==> config.mk <==
export PLATFORM = sky130hd
export DESIGN_NAME = ldpc_enc_ctrl
export DESIGN_NICKNAME = d
export VERILOG_FILES = /design/src/rtl/ldpc_enc_ctrl_pkg.sv /design/src/rtl/ldpc_enc_ctrl.sv
export SDC_FILE = /design/constraint.sdc
export NUM_CORES = 1
export LEC_CHECK = 0
export BUFFER_PORTS_ARGS = -buffer_cell sky130_fd_sc_hd__buf_2
export CORE_ASPECT_RATIO = 0.5
export CORE_MARGIN = 3
export CORE_UTILIZATION = 50
export CTS_BUF_LIST = sky130_fd_sc_hd__clkbuf_4
export DETAILED_ROUTE_END_ITERATION = 7
export PLACE_DENSITY = 0.75
export SKIP_CTS_REPAIR_TIMING = 1
export SLEW_MARGIN = 20
export SYNTH_ARGS = -nofsm -noshare
export SYNTH_HDL_FRONTEND = slang
export SYNTH_SLANG_ARGS = --single-unit
==> constraint.sdc <==
create_clock -name clk -period 1.72 [get_ports clk]
set_input_delay 0.258 -clock clk [delete_from_list [all_inputs] [get_ports clk]]
set_output_delay 0.258 -clock clk [all_outputs]
set_load 0.05 [all_outputs]
==> src/rtl/ldpc_enc_ctrl_pkg.sv <==
// Shared constants and state encoding for the LDPC encoder frame sequencer.
package ldpc_enc_ctrl_pkg;

  localparam int unsigned K_BITS     = 4320;
  localparam int unsigned GROUP      = 360;
  localparam int unsigned CLR_CYCLES = 3;
  localparam int unsigned CNT_W      = 13;
  localparam int unsigned ADDR_W     = 9;
  localparam int unsigned CLR_W      = $clog2(CLR_CYCLES + 1);

  localparam logic [CNT_W-1:0]  CNT_PARK = CNT_W'(K_BITS);
  localparam logic [CNT_W-1:0]  CNT_LAST = CNT_W'(K_BITS - 1);
  localparam logic [ADDR_W-1:0] ADDR_TOP = ADDR_W'(GROUP - 1);
  localparam logic [CLR_W-1:0]  CLR_LAST = CLR_W'(CLR_CYCLES - 1);

  typedef enum logic [1:0] {
    ST_CLEAR  = 2'd0,
    ST_LOAD   = 2'd1,
    ST_PARITY = 2'd2
  } state_e;

endpackage

==> src/rtl/ldpc_enc_ctrl.sv <==
// Frame sequencer: clears the encoder, streams 4320 info bits into it, then
// sweeps parity addresses 359..0 and merges both phases onto one serial output.
module ldpc_enc_ctrl
  import ldpc_enc_ctrl_pkg::*;
(
  input  logic              clk,
  input  logic              rst,
  input  logic              s_valid,
  input  logic              s_data,
  output logic              s_ready,
  output logic              enc_rst_n,
  output logic              enc_din_valid,
  output logic              enc_din,
  output logic [CNT_W-1:0]  enc_counter,
  output logic [ADDR_W-1:0] enc_out_addr,
  output logic              enc_data_valid_check,
  input  logic              enc_dout,
  output logic              m_valid,
  output logic              m_data,
  output logic              m_sof,
  output logic              m_eof,
  output logic              frame_done
);

  state_e              r_state,      w_state_nxt;
  logic [CLR_W-1:0]    r_clr_cnt,    w_clr_cnt_nxt;
  logic [CNT_W-1:0]    r_bit_idx,    w_bit_idx_nxt;
  logic                r_s_ready,    w_s_ready_nxt;
  logic                r_enc_rst_n,  w_enc_rst_n_nxt;
  logic                r_din_valid,  w_din_valid_nxt;
  logic                r_din,        w_din_nxt;
  logic [CNT_W-1:0]    r_counter,    w_counter_nxt;
  logic [ADDR_W-1:0]   r_addr,       w_addr_nxt;
  logic                r_check,      w_check_nxt;
  logic                r_par_valid,  w_par_valid_nxt;
  logic                r_sof,        w_sof_nxt;
  logic                r_last,       w_last_nxt;
  logic                w_accept;

  assign w_accept = s_valid & r_s_ready;

  // State and output registers
  always_ff @(posedge clk or posedge rst) begin
    if (rst) begin
      r_state     <= ST_CLEAR;
      r_clr_cnt   <= '0;
      r_bit_idx   <= '0;
      r_s_ready   <= 1'b0;
      r_enc_rst_n <= 1'b0;
      r_din_valid <= 1'b0;
      r_din       <= 1'b0;
      r_counter   <= '0;
      r_addr      <= '0;
      r_check     <= 1'b0;
      r_par_valid <= 1'b0;
      r_sof       <= 1'b0;
      r_last      <= 1'b0;
    end else begin
      r_state     <= w_state_nxt;
      r_clr_cnt   <= w_clr_cnt_nxt;
      r_bit_idx   <= w_bit_idx_nxt;
      r_s_ready   <= w_s_ready_nxt;
      r_enc_rst_n <= w_enc_rst_n_nxt;
      r_din_valid <= w_din_valid_nxt;
      r_din       <= w_din_nxt;
      r_counter   <= w_counter_nxt;
      r_addr      <= w_addr_nxt;
      r_check     <= w_check_nxt;
      r_par_valid <= w_par_valid_nxt;
      r_sof       <= w_sof_nxt;
      r_last      <= w_last_nxt;
    end
  end

  // Next-state and next-output logic
  always_comb begin
    w_state_nxt     = r_state;
    w_clr_cnt_nxt   = r_clr_cnt;
    w_bit_idx_nxt   = r_bit_idx;
    w_s_ready_nxt   = 1'b0;
    w_enc_rst_n_nxt = 1'b1;
    w_din_valid_nxt = 1'b0;
    w_din_nxt       = r_din;
    w_counter_nxt   = r_counter;
    w_addr_nxt      = '0;
    w_check_nxt     = 1'b0;
    w_sof_nxt       = 1'b0;
    // parity read data arrives one cycle after its address
    w_par_valid_nxt = r_check;
    w_last_nxt      = r_check & (r_addr == '0);

    unique case (r_state)
      ST_CLEAR: begin
        w_counter_nxt = '0;
        w_bit_idx_nxt = '0;
        if (r_clr_cnt == CLR_LAST) begin
          w_state_nxt   = ST_LOAD;
          w_clr_cnt_nxt = '0;
          w_s_ready_nxt = 1'b1;
        end else begin
          w_clr_cnt_nxt   = r_clr_cnt + CLR_W'(1);
          w_enc_rst_n_nxt = 1'b0;
        end
      end

      ST_LOAD: begin
        w_s_ready_nxt = 1'b1;
        if (w_accept) begin
          w_din_valid_nxt = 1'b1;
          w_din_nxt       = s_data;
          w_counter_nxt   = r_bit_idx;
          w_sof_nxt       = (r_bit_idx == '0);
          w_bit_idx_nxt   = r_bit_idx + CNT_W'(1);
          if (r_bit_idx == CNT_LAST) begin
            w_state_nxt   = ST_PARITY;
            w_s_ready_nxt = 1'b0;
          end
        end
      end

      ST_PARITY: begin
        // parked index keeps the encoder's finish detection to a single pulse
        w_counter_nxt = CNT_PARK;
        if (!r_check) begin
          w_check_nxt = 1'b1;
          w_addr_nxt  = ADDR_TOP;
        end else if (r_addr != '0) begin
          w_check_nxt = 1'b1;
          w_addr_nxt  = r_addr - ADDR_W'(1);
        end else begin
          w_state_nxt     = ST_CLEAR;
          w_clr_cnt_nxt   = '0;
          w_enc_rst_n_nxt = 1'b0;
          w_counter_nxt   = '0;
        end
      end

      default: begin
        w_state_nxt   = ST_CLEAR;
        w_clr_cnt_nxt = '0;
      end
    endcase
  end

  assign s_ready              = r_s_ready;
  assign enc_rst_n            = r_enc_rst_n;
  assign enc_din_valid        = r_din_valid;
  assign enc_din              = r_din;
  assign enc_counter          = r_counter;
  assign enc_out_addr         = r_addr;
  assign enc_data_valid_check = r_check;

  // Systematic and parity phases never overlap, so a plain merge suffices
  assign m_valid    = r_din_valid | r_par_valid;
  assign m_data     = r_par_valid ? enc_dout : (r_din_valid & r_din);
  assign m_sof      = r_sof;
  assign m_eof      = r_last;
  assign frame_done = r_last;

endmodule

# Yosys cells after proc, flatten, opt, wreduce, memory -nomap -nowiden
# Cells that the tools add are included.
classes:
  n_addsub: 3
  n_mul: 0
  div: 0
  magnitude_cmp: 0
  n_eq_ne: 9
  shift: 0
  mux: 30
  bitwise: 5
  reduce_logical: 11
op_table:
  columns: ["cell", "count"]
  rows:
  - ["13-bit 2-to-1 mux", 4]
  - ["13-bit one-hot mux with 3 select lines", 1]
  - ["9-bit 2-to-1 mux", 3]
  - ["13-bit one-hot mux with 2 select lines", 1]
  - ["13-bit by 1-bit adder with 13-bit output (second input constant)", 1]
  - ["13-bit equality test (second input constant)", 1]
  - ["13-bit logical NOT", 1]
  - ["2-bit 2-to-1 mux", 6]
  - ["2-bit one-hot mux with 3 select lines", 2]
  - ["1-bit 2-to-1 mux", 11]
  - ["2-bit != test (second input constant)", 5]
  - ["9-bit logical NOT", 1]
  - ["9-bit nonzero test", 1]
  - ["9-bit by 1-bit subtractor with 9-bit output (second input constant)", 1]
  - ["2-bit AND reduction", 3]
  - ["5-bit AND reduction", 1]
  - ["2-bit equality test (second input constant)", 2]
  - ["1-bit one-hot mux with 2 select lines", 2]
  - ["1-bit bitwise AND", 3]
  - ["3-bit AND reduction", 1]
  - ["3-bit nonzero test", 1]
  - ["2-bit by 1-bit adder with 2-bit output (second input constant)", 1]
  - ["2-bit by 1-bit equality test with 1-bit output (second input constant)", 1]
  - ["2-bit logical NOT", 1]
  - ["other kinds (3)", 3]
word_totals:
  reg_bits: 47
  latch_bits: 0
  ram_bits: 0
  rom_bits: 0
  input_bits: 5
  out_inout_bits: 32
  elab_cells: 71
  mem_count: 0

# Logic depth before layout (Yosys ltp)
# Gate-level depths: netlist of run 1.
depth:
  word_depth: 4
  mapped_depth: 8
  ltp_nobuf: 7

# Least setup slack after synthesis of run 1
# OpenSTA, ideal clock, no wires.
synth_path:
  path_type: "flip-flop to flip-flop"
  startpoint: "reg r_addr[0] (netlist: enc_out_addr[0])"
  endpoint: "reg r_clr_cnt[0]"
  setup_time_ns: 0.125
  t_arrival_ns: 1.988
  required_ns: 1.595
  slack_ns: -0.392
  path_stages_with_launch: 8
  path_buffers: 0
  synth_period_minus_slack_ns: 2.112
  cell_sequence: "dfrtp_1 > inv_1 > ha_1 > nor4b_1 > a31o_2 > inv_1 > nor2_2 > mux2_2"
synth_via:
  elab_chain_cells: 3
synth_lines:
  columns: ["item", "line", "source"]
  rows:
  - ["start: declaration", "ldpc_enc_ctrl.sv:33", "logic [ADDR_W-1:0] r_addr, w_addr_nxt;"]
  - ["start signal: assignment", "ldpc_enc_ctrl.sv:67", "r_addr <= w_addr_nxt;"]
  - ["9-bit nonzero test", "ldpc_enc_ctrl.sv:127", "end else if (r_addr != '0) begin"]
  - ["2-bit != test (no source line)", null, null]
  - ["3-bit AND reduction (no source line)", null, null]
  - ["end signal: assignment", "ldpc_enc_ctrl.sv:60", "r_clr_cnt <= w_clr_cnt_nxt;"]
  - ["end: declaration", "ldpc_enc_ctrl.sv:26", "logic [CLR_W-1:0] r_clr_cnt, w_clr_cnt_nxt;"]
# Every way passes these cells.
# A chain may end at the register's enable or synchronous reset.

# Worst setup path after layout of run 1
layout_path:
  startpoint: "reg r_bit_idx[11]"
  endpoint: "reg r_state[0]"
layout_via:
  elab_chain_cells: 3
layout_lines:
  columns: ["item", "line", "source"]
  rows:
  - ["start: declaration", "ldpc_enc_ctrl.sv:27", "logic [CNT_W-1:0] r_bit_idx, w_bit_idx_nxt;"]
  - ["start signal: assignment", "ldpc_enc_ctrl.sv:61", "r_bit_idx <= w_bit_idx_nxt;"]
  - ["13-bit equality test", "ldpc_enc_ctrl.sv:114", "if (r_bit_idx == CNT_LAST) begin"]
  - ["2-bit != test (no source line)", null, null]
  - ["5-bit AND reduction (no source line)", null, null]
  - ["end signal: assignment", "ldpc_enc_ctrl.sv:59", "r_state <= w_state_nxt;"]
  - ["end: declaration", "ldpc_enc_ctrl.sv:25", "state_e r_state, w_state_nxt;"]
# Every way passes these cells.

==> flow_metrics.py, run 1 <==
metrics = {
    "layout": {
        "drive_above_1_share_pct": 37.28,
        "diodes": 0,
        "final_cells": 341,
        "fin_nets": 299,
        "fin_util_pct": 69.79,
        "finalInstanceArea_um2": 2864,
        "areaGrowthSynthToFinish_pct": 27.24,
        "fillers": 314,
    },
    "critical_path": {
        "critPathLaunchType": "register",
        "rr_endpoint": "r_state[0]$_DFFE_PP0P_",
        "worstSetupPathType": "reg2reg",
        "timing.reg2reg.worst_path_depth": 4,
        "cp.required_ns": 1.98,
        "max_stage_delay_ns": 0.41,
        "end_kind": "register",
        "regToRegSetupSlack_ns": -0.04,
        "critical_path.max_fanout": 2,
        "reg2reg_from": "r_bit_idx[11]$_DFFE_PP0P_",
        "cp_cell_sequence": "or3_4 > o41ai_4 > nand3_2 > mux2_4",
        "crit_family": "simple AND/OR/NAND/NOR gates",
        "critPathArrivalTime_ns": 2.02,
        "path_buf_inv": 0,
        "cpMaxStageDelayCell": "or3_4",
    },
    "die": {
        "die_h_um": 53.45,
        "core-area_um2": 4104,
        "design.die.area_um2": 5392,
        "rows": 16,
        "die_w_um": 100.9,
        "ios": 37,
        "start_util_pct": 54.85,
    },
    "clock_tree": {
        "cts_buffers": 5,
        "h-tree-depth": 2,
        "root_buffer": "clkbuf_4",
        "clk_path_buf_depth": 2,
        "clk_pin_slew_ns": 0.14,
        "clk-insertion-delay-late_ns": 0.36,
        "clock-sinks": 47,
        "cts_tree": "yes",
    },
    "routing": {
        "final_antenna_net_count": 0,
        "wire_per_inst_um": 16.30,
        "vias": 1933,
        "via_per_inst": 5.669,
        "route.detailed.drc": 0,
        "drtIter0Drc": 77,
        "firstDrtPassIters": 4,
        "routed_wl_um": 5557,
    },
    "run": {
        "maxCapViolations": 0,
    },
    "run_status": {
        "failed_checks": "negative setup slack",
        "outcome": "finished with violations",
    },
    "sta": {
        "setup-violations-final": 4,
        "rsz0062_at_grt": "yes",
        "setup_ws_ns": -0.03920,
        "post-route-min-period_ns": 1.759,
        "relSlewSlack_pct": 70.53,
        "tightest_slew_ns": 0.4359,
        "post-route-period-util_pct": 102.3,
        "fin_skew_ns": 0.01771,
        "maxSlewViolCount": 0,
        "finalHoldViolCount": 0,
        "setup_tns_ns": -0.07386,
        "fmax_mhz": 568.4,
    },
    "place": {
        "portBuffers": 36,
        "dp.cells": 329,
        "post-place-ws_ns": -0.03656,
        "place_congestion": 0.8909,
        "hpwl_um": 4067,
        "place_area_um2": 2726,
    },
    "logic_synthesis": {
        "synth_commonest_cells": "dfrtp_1, nand2_1, o21ai_0",
        "async_reset_ff_share_pct": 100.0,
        "synthTopCellsByArea": "dfrtp_1, o21ai_0, ha_1, a22o_1, nand2_1",
        "ys_types": 44,
        "synth_top_area_share_pct": 52.25,
        "ys_ff_latch": 47,
        "synth_most_common_cell": "dfrtp_1",
        "synth_cells": 216,
        "avgSynthCellArea_um2": 10.42,
        "ys_seq_area_share_pct": 52.25,
        "yosysTopAreaCell": "dfrtp_1",
        "syn-num-nets": 229,
        "yosys_warnings": 0,
        "synth_edf_count": 0,
        "netlist_area_um2": 2251,
        "synth_flop_cell": "dfrtp_1",
    },
    "global_routing": {
        "grt-ovfl-total": 0,
        "grt_pass1_vias": 1825,
        "grt_usage_pct": 21.52,
        "antenna_found_initial": 0,
        "grt_pass1_wl_um": 8783,
        "grt_max_degree": 48,
    },
    "worst_hold_path": {
        "hold_depth": 3,
        "min_path_type": "in2reg",
        "holdPathEnd": "enc_din$_DFFE_PP0P_",
        "hold_start": "s_data",
    },
    "power_and_ir_drop": {
        "p_leak_uw": 0.001342,
        "power_density_nw_per_um2": 583.9,
        "ir_drop_v": 0.0002438,
    },
}
[cell families after synthesis]
logic type | count (synthesis) | share of synthesized area (%)
xor gates and xnor gates | 9 | 3.502
and+or+nand+nor | 75 | 18.23
DFF | 47 | 52.25
buffers and inverters | 20 | 4.224
adders and majority gates | 8 | 4.447
AOI/OAI and AO/OA | 53 | 15.23
muxes | 4 | 2.112
[where the power goes]
part           leakage, uW  switching (uW)  internal (uW)
Combinational     0.000729            29.3           11.1
Sequential        0.000576               0           1100
Clock            0.0000361             336            192
[through the flow]
stage          power (uW)  hold slack (ns)
6_report             1672          0.09893
5_1_grt              1741           0.1182
4_1_cts              1696         -0.08923
3_5_place_dp         1166           0.3209
3_3_place_gp         1165           0.3132
2_1_floorplan        1148           0.3634
[layout make-up]
cell class | instances | area (um^2) | area share (%)
inverters | 12 | 45.04 | 1.573
flip-flops and latches | 47 | 1181 | 41.24
well taps | 54 | 67.56 | 2.359
clock inverters | 1 | 5.005 | 0.1747
multi-input cells | 149 | 1055 | 36.83
repair buffers | 71 | 457.9 | 15.99
clock buffers | 7 | 52.55 | 1.835
[how the worst max path moves through the flow]
stage                                          from  slack [ns]                   endpoint  cells past startpoint
after global routing      enc_out_addr[0]$_DFF_PP0_       -0.13   r_clr_cnt[0]$_DFFE_PP0P_                      7
after detailed placement   r_bit_idx[5]$_DFFE_PP0P_       -0.04     r_state[0]$_DFFE_PP0P_                      4
after CTS                    r_state[1]$_DFFE_PP0P_       -0.07  r_bit_idx[12]$_DFFE_PP0P_                      7
after floorplan           enc_out_addr[0]$_DFF_PP0_       -0.16   r_clr_cnt[0]$_DFFE_PP0P_                      7
final                     r_bit_idx[11]$_DFFE_PP0P_       -0.04     r_state[0]$_DFFE_PP0P_                      4
after global placement    enc_out_addr[0]$_DFF_PP0_        0.02   r_clr_cnt[0]$_DFFE_PP0P_                      7
[flip-flops by register name, indices dropped and copies added, names as in the netlist]
signal,flops
enc_counter,13
r_bit_idx,13
enc_out_addr,9
r_clr_cnt,2
r_state,2
enc_data_valid_check,1
enc_din,1
enc_din_valid,1
enc_rst_n,1
frame_done,1
m_sof,1
r_par_valid,1
s_ready,1
[layout by cell type (no fill, tap or decap), types with 3 or more instances in the layout]
master,netlist,final
dfrtp_1,47,43
buf_2,1,36
buf_4,1,33
nand2_1,21,21
o21ai_0,21,18
a21oi_1,13,13
nor2_1,13,11
inv_1,12,9
nand3_1,10,9
a22o_1,9,9
clkbuf_4,0,7
xnor2_1,6,6
ha_1,8,5
and3_1,4,4
nor3_1,4,4
dfrtp_2,0,4
nor2_2,1,3
xor2_1,3,3
nor4_2,0,3
[layer usage]
| metal | vias to the layer above | share of wire [%] | track usage (%) |
|---|---|---|---|
| li1 | 901 | - | - |
| met1 | 964 | 42 | 27.35 |
| met2 | 64 | 51 | 38.56 |
| met3 | 4 | 5.9 | 4.079 |
| met4 | 0 | 0.86 | 4.698 |
| met5 | - | 0 | 0 |
[tightest hold or removal path, delay by kind of cell]
kind / cells / cell delay, ns
buffers and inverters: 1 / 0.07
and+or+nand+nor: 2 / 0.09
No activity file was read; power rests on OpenSTA's default activity.
==> run 2, diff against run 1 <==
--- a/config.mk
+++ b/config.mk
@@ -11,7 +11,7 @@
 export CORE_UTILIZATION = 50
 export CTS_BUF_LIST = sky130_fd_sc_hd__clkbuf_4
 export DETAILED_ROUTE_END_ITERATION = 7
-export PLACE_DENSITY = 0.75
+export PLACE_DENSITY = 0.72
 export SKIP_CTS_REPAIR_TIMING = 1
 export SLEW_MARGIN = 20
 export SYNTH_ARGS = -nofsm -noshare
==> constraint.sdc (replaced) <==
create_clock -name clk -period 1.7 [get_ports clk]
set_input_delay 0.255 -clock clk [delete_from_list [all_inputs] [get_ports clk]]
set_output_delay 0.255 -clock clk [all_outputs]
set_load 0.05 [all_outputs]
==> run 2 against run 1 <==
Compared with the run above:
- the flow still finishes with violations (negative setup slack)
- non-clock buffer count fell by 2
- sequential power barely moved
- sequential share of layout area fell by 0.53 points
- worst setup slack improved by 0.026 ns
- critical path depth did not move
- final cell count fell by 0.59%
- count of clock-buffer cells in the layout fell by 2
- register-to-register slack improved by 0.03 ns
- via count fell by 2.1%
- first-iteration DRC count rose by 31%
- maximum frequency rose by 2.7%
==> flow_metrics.py, run 2 (synthesis results as in run 1) <==
metrics = {
    "clock_tree": {
        "clk-insertion-delay-late_ns": 0.37,
        "cts_buffers": 5,
        "clock-sinks": 47,
        "h-tree-depth": 2,
        "cts_tree": "yes",
        "root_buffer": "clkbuf_4",
        "clk_pin_slew_ns": 0.14,
        "clk_path_buf_depth": 2,
    },
    "die": {
        "core-area_um2": 4104,
        "die_h_um": 53.45,
        "start_util_pct": 54.85,
        "design.die.area_um2": 5392,
        "ios": 37,
        "die_w_um": 100.9,
        "rows": 16,
    },
    "critical_path": {
        "crit_family": "flip-flops",
        "end_kind": "register",
        "critPathArrivalTime_ns": 1.98,
        "cp.required_ns": 1.97,
        "worstSetupPathType": "reg2reg",
        "cpMaxStageDelayCell": "dfrtp_1",
        "critPathLaunchType": "register",
        "critical_path.max_fanout": 9,
        "max_stage_delay_ns": 0.58,
        "path_buf_inv": 0,
        "cp_cell_sequence": "nand4bb_4 > o41ai_4 > nand3_2 > mux2_4",
    },
    "place": {
        "post-place-ws_ns": -0.04437,
        "hpwl_um": 3911,
        "portBuffers": 36,
        "place_congestion": 0.9198,
        "dp.cells": 329,
    },
    "routing": {
        "routed_wl_um": 5361,
        "via_per_inst": 5.584,
        "vias": 1893,
        "route.detailed.drc": 0,
        "wire_per_inst_um": 15.81,
        "final_antenna_net_count": 0,
        "drtIter0Drc": 101,
        "firstDrtPassIters": 4,
    },
    "global_routing": {
        "grt_usage_pct": 21.30,
        "antenna_found_initial": 0,
        "grt_pass1_vias": 1839,
        "grt-ovfl-total": 0,
        "grt_pass1_wl_um": 8714,
        "grt_max_degree": 24,
    },
    "run_status": {
        "outcome": "finished with violations",
        "failed_checks": "negative setup slack",
    },
    "layout": {
        "areaGrowthSynthToFinish_pct": 29.29,
        "layout_commonest_cell": "dfrtp_1",
        "diodes": 0,
        "fin_util_pct": 70.91,
        "final_cells": 339,
        "fin_nets": 297,
        "fillers": 321,
        "layout_common_cells": "dfrtp_1, buf_2, buf_4, nand2_1, o21ai_0",
        "drive_above_1_share_pct": 38.25,
    },
    "power_and_ir_drop": {
        "swShare_pct": 21.48,
        "p_seq_share_pct": 61.2,
        "p_int_uw": 1433,
        "power_frac_comb_pct": 2.4,
        "power_density_nw_per_um2": 627.3,
        "ir_drop_v": 0.0003570,
        "p_leak_uw": 0.001335,
        "switchingPower_uw": 392.2,
        "clockPowerShare_pct": 36.4,
    },
    "sta": {
        "rsz0062_at_grt": "yes",
        "post-route-period-util_pct": 100.8,
        "finalHoldViolCount": 0,
        "fmax_mhz": 583.7,
        "setup_ws_ns": -0.01326,
        "setup-violations-final": 1,
        "maxSlewViolCount": 0,
        "fin_skew_ns": 0.009880,
        "tightest_slew_ns": 0.6727,
        "relSlewSlack_pct": 54.88,
        "post-route-min-period_ns": 1.713,
    },
    "run": {
        "maxCapViolations": 0,
    },
    "worst_hold_path": {
        "min_path_type": "in2reg",
    },
}
run 2: cell count changes in the layout (fill, tap and decap cells not counted), moves of 3 or more:
cell     previous run  this run
dfrtp_2             4         7
inv_2               2         5
inv_1               9         5
dfrtp_1            43        40
buf_4              33        30
run 2: layout make-up:
type | instances | area (um^2) | share of cell area (%)
Sequential cell | 47 | 1185 | 40.71
Clock buffer | 5 | 37.54 | 1.290
Multi-Input combinational cell | 149 | 1087 | 37.36
Clock inverter | 3 | 38.79 | 1.333
Inverter | 12 | 47.55 | 1.634
Timing Repair Buffer | 69 | 446.7 | 15.35
Tap cell | 54 | 67.56 | 2.322
run 2: worst paths after layout:
kind                       slack [ns]                          end  depth (start not counted)                        from
setup / recovery                -0.01       r_state[0]$_DFFE_PP0P_                          4    r_bit_idx[2]$_DFFE_PP0P_
hold / removal                   0.09          enc_din$_DFFE_PP0P_                          3                      s_data
setup reg to reg                -0.01       r_state[0]$_DFFE_PP0P_                          4    r_bit_idx[2]$_DFFE_PP0P_
hold reg to reg                  0.51   enc_counter[7]$_DFFE_PP0P_                          2  enc_counter[7]$_DFFE_PP0P_
max in group asynchronous        0.74    enc_out_addr[3]$_DFF_PP0_                          4                         rst
min in group asynchronous        0.45  enc_counter[12]$_DFFE_PP0P_                          3                         rst
run 2: tightest hold or removal path: stages:
cell     delay [ns]
buf_2          0.08
nand2_1        0.04
nand2_1        0.06
run 2: metrics by stage:
step / hold slack (ns) / TNS [ns] / total power [uW] / area [um^2]
finish: 0.08929 / -0.01326 / 1826 / 2910
floorplan: 0.3604 / -0.1039 / 1162 / 2301
CTS: -0.1181 / -0.5133 / 1840 / 2819
detailed placement: 0.2958 / -0.06538 / 1182 / 2743
global placement: 0.2940 / 0 / 1181 / 2743
global route: 0.08984 / -0.1384 / 1884 / 2910
run 2: layer usage:
layer,global-route usage (%),part of all wire [%],vias up
met1,26.97,44,926
met2,36.49,48,50
met3,4.868,5.7,13
met5,0,0,-
met4,6.935,1.8,0
li1,-,-,904
run 2: power by group through the flow:
stage	sequential [uW]	clock, uW	combinational, uW
after global routing	1120	718	48.1
final	1120	665	43.1
after floorplan	1140	0	22.5
after CTS	1120	679	42.7
after global placement	1140	0	41.9
after detailed placement	1140	0	42.5
==> run 3, diff against run 2 <==
--- a/config.mk
+++ b/config.mk
@@ -12,7 +12,6 @@
 export CTS_BUF_LIST = sky130_fd_sc_hd__clkbuf_4
 export DETAILED_ROUTE_END_ITERATION = 7
 export PLACE_DENSITY = 0.72
-export SKIP_CTS_REPAIR_TIMING = 1
 export SLEW_MARGIN = 20
 export SYNTH_ARGS = -nofsm -noshare
 export SYNTH_HDL_FRONTEND = slang
==> run 3 against run 2 <==
Compared with the run above:
- the run still ends with negative setup slack left
- final cell count grew 0.59%
- count of clock-buffer cells in the layout is the same
- wire length grew 0.48%
- sequential share of layout area shrank 0.10 points
- final area is essentially flat
- non-clock buffer count grew 2
- worst hold slack lost 0.0066 ns
==> flow_metrics.py, run 3 (synthesis results as in run 1) <==
metrics = {
    "place": {
        "hpwl_um": 3911,
        "place_congestion": 0.9198,
        "dp.cells": 329,
        "portBuffers": 36,
        "post-place-ws_ns": -0.04437,
    },
    "critical_path": {
        "cp.required_ns": 1.97,
        "critical_path.max_fanout": 2,
        "cp_cell_sequence": "or3_4 > o41ai_4 > nand3_2 > mux2_4",
        "path_depth": 4,
        "max_stage_delay_ns": 0.41,
        "regToRegSetupSlack_ns": -0.07,
        "worstSetupPathType": "reg2reg",
        "critPathArrivalTime_ns": 2.04,
        "crit_family": "simple AND/OR/NAND/NOR gates",
        "path_buf_inv": 0,
        "timing.reg2reg.worst_path_depth": 4,
        "critPathLaunchType": "register",
        "cpMaxStageDelayCell": "or3_4",
        "end_kind": "register",
    },
    "sta": {
        "post-route-min-period_ns": 1.767,
        "setup-violations-final": 1,
        "setup_ws_ns": -0.06708,
        "tightest_slew_ns": 0.6661,
        "fmax_mhz": 565.9,
        "holdWs_ns": 0.08270,
        "fin_skew_ns": 0.01566,
        "finalHoldViolCount": 0,
        "maxSlewViolCount": 0,
        "relSlewSlack_pct": 55.32,
        "setup_tns_ns": -0.06708,
        "post-route-period-util_pct": 103.9,
        "rsz0062_at_grt": "yes",
    },
    "clock_tree": {
        "clk_pin_slew_ns": 0.14,
        "cts_buffers": 5,
        "h-tree-depth": 2,
        "clk-insertion-delay-late_ns": 0.38,
        "cts_tree": "yes",
        "clk_path_buf_depth": 2,
        "clock-sinks": 47,
        "root_buffer": "clkbuf_4",
    },
    "worst_hold_path": {
        "hold_depth": 3,
        "min_path_type": "in2reg",
    },
    "power_and_ir_drop": {
        "ir_drop_v": 0.0003612,
        "p_seq_share_pct": 61.2,
        "clockPowerShare_pct": 36.5,
        "power_frac_comb_pct": 2.4,
        "swShare_pct": 21.56,
        "p_leak_uw": 0.001344,
        "power_density_nw_per_um2": 627.7,
        "switchingPower_uw": 394.1,
        "p_int_uw": 1433,
    },
    "global_routing": {
        "grt_pass1_vias": 1875,
        "grt_pass1_wl_um": 8880,
        "grt_usage_pct": 21.71,
        "grt-ovfl-total": 0,
        "grt_max_degree": 24,
        "antenna_found_initial": 0,
    },
    "layout": {
        "fin_util_pct": 70.95,
        "diodes": 0,
        "layout_common_cells": "dfrtp_1, buf_2, buf_4, nand2_1, o21ai_0",
        "fillers": 321,
        "fin_nets": 299,
        "final-seq-area_um2": 1182,
        "layout_commonest_cell": "dfrtp_1",
        "final_cells": 341,
        "areaGrowthSynthToFinish_pct": 29.35,
        "multiInputGateArea_um2": 1074,
        "drive_above_1_share_pct": 37.98,
    },
    "routing": {
        "final_antenna_net_count": 0,
        "route.detailed.drc": 0,
        "routed_wl_um": 5387,
        "via_per_inst": 5.587,
        "wire_per_inst_um": 15.80,
        "vias": 1905,
        "drtIter0Drc": 107,
        "firstDrtPassIters": 4,
    },
    "die": {
        "core-area_um2": 4104,
        "rows": 16,
        "design.die.area_um2": 5392,
        "start_util_pct": 54.85,
        "ios": 37,
        "die_w_um": 100.9,
        "die_h_um": 53.45,
    },
    "run_status": {
        "outcome": "finished with violations",
        "failed_checks": "negative setup slack",
    },
    "run": {
        "maxCapViolations": 0,
    },
}
run 3: through the flow:
stage	total power, uW	instance area (um^2)
finish	1827	2912
CTS	1842	2853
floorplan	1162	2301
global placement	1181	2743
detailed placement	1182	2743
global route	1884	2912
run 3: area by class of cell:
type	instances	share of cell area, %
Sequential cell	47	40.61
Timing Repair Buffer	71	15.86
Inverter	12	1.719
Multi-Input combinational cell	149	36.87
Clock buffer	5	1.289
Clock inverter	3	1.332
Tap cell	54	2.321
run 3: routing by layer:
layer	routed length (um)	share of wire [%]	global-route usage [%]
met1	2412	45	27.30
met2	2669	50	37.58
met3	246	4.6	4.868
met4	59	1.1	6.935
met5	0	0	0
run 3: final timing paths:
path / from / endpoint
worst max register to register: r_bit_idx[5]$_DFFE_PP0P_ / r_state[0]$_DFFE_PP0P_
worst min register to register: enc_counter[7]$_DFFE_PP0P_ / enc_counter[7]$_DFFE_PP0P_
worst min-delay path: s_data / enc_din$_DFFE_PP0P_
max in group asynchronous: rst / enc_out_addr[3]$_DFF_PP0_
worst max-delay path: r_bit_idx[5]$_DFFE_PP0P_ / r_state[0]$_DFFE_PP0P_
min in group asynchronous: rst / enc_counter[12]$_DFFE_PP0P_
run 3: power by group through the flow:
stage               Sequential (uW)  Combinational [uW]  Clock [uW]
finish                         1120                43.3         666
global route                   1120                48.6         718
CTS                            1120                44.8         679
detailed placement             1140                42.5           0
global placement               1140                41.9           0
floorplan                      1140                22.5           0
run 3: worst register-to-register path, delay by kind of cell (launching register included):
| family | cells | cell delay, ns |
|---|---|---|
| compound gates | 1 | 0.41 |
| simple gates | 2 | 0.55 |
| flops | 1 | 0.40 |
| mux | 1 | 0.32 |
run 3: repair_timing:
| action | CTS | global route |
|---|---|---|
| hold buffers | 1 | 0 |
| gates resized for setup | 5 | 12 |
| hold endpoints to repair | 16 | 0 |
| endpoints found under the setup margin | 14 | 31 |
| buffers inserted | 1 | 2 |
| pin swaps | 1 | 3 |
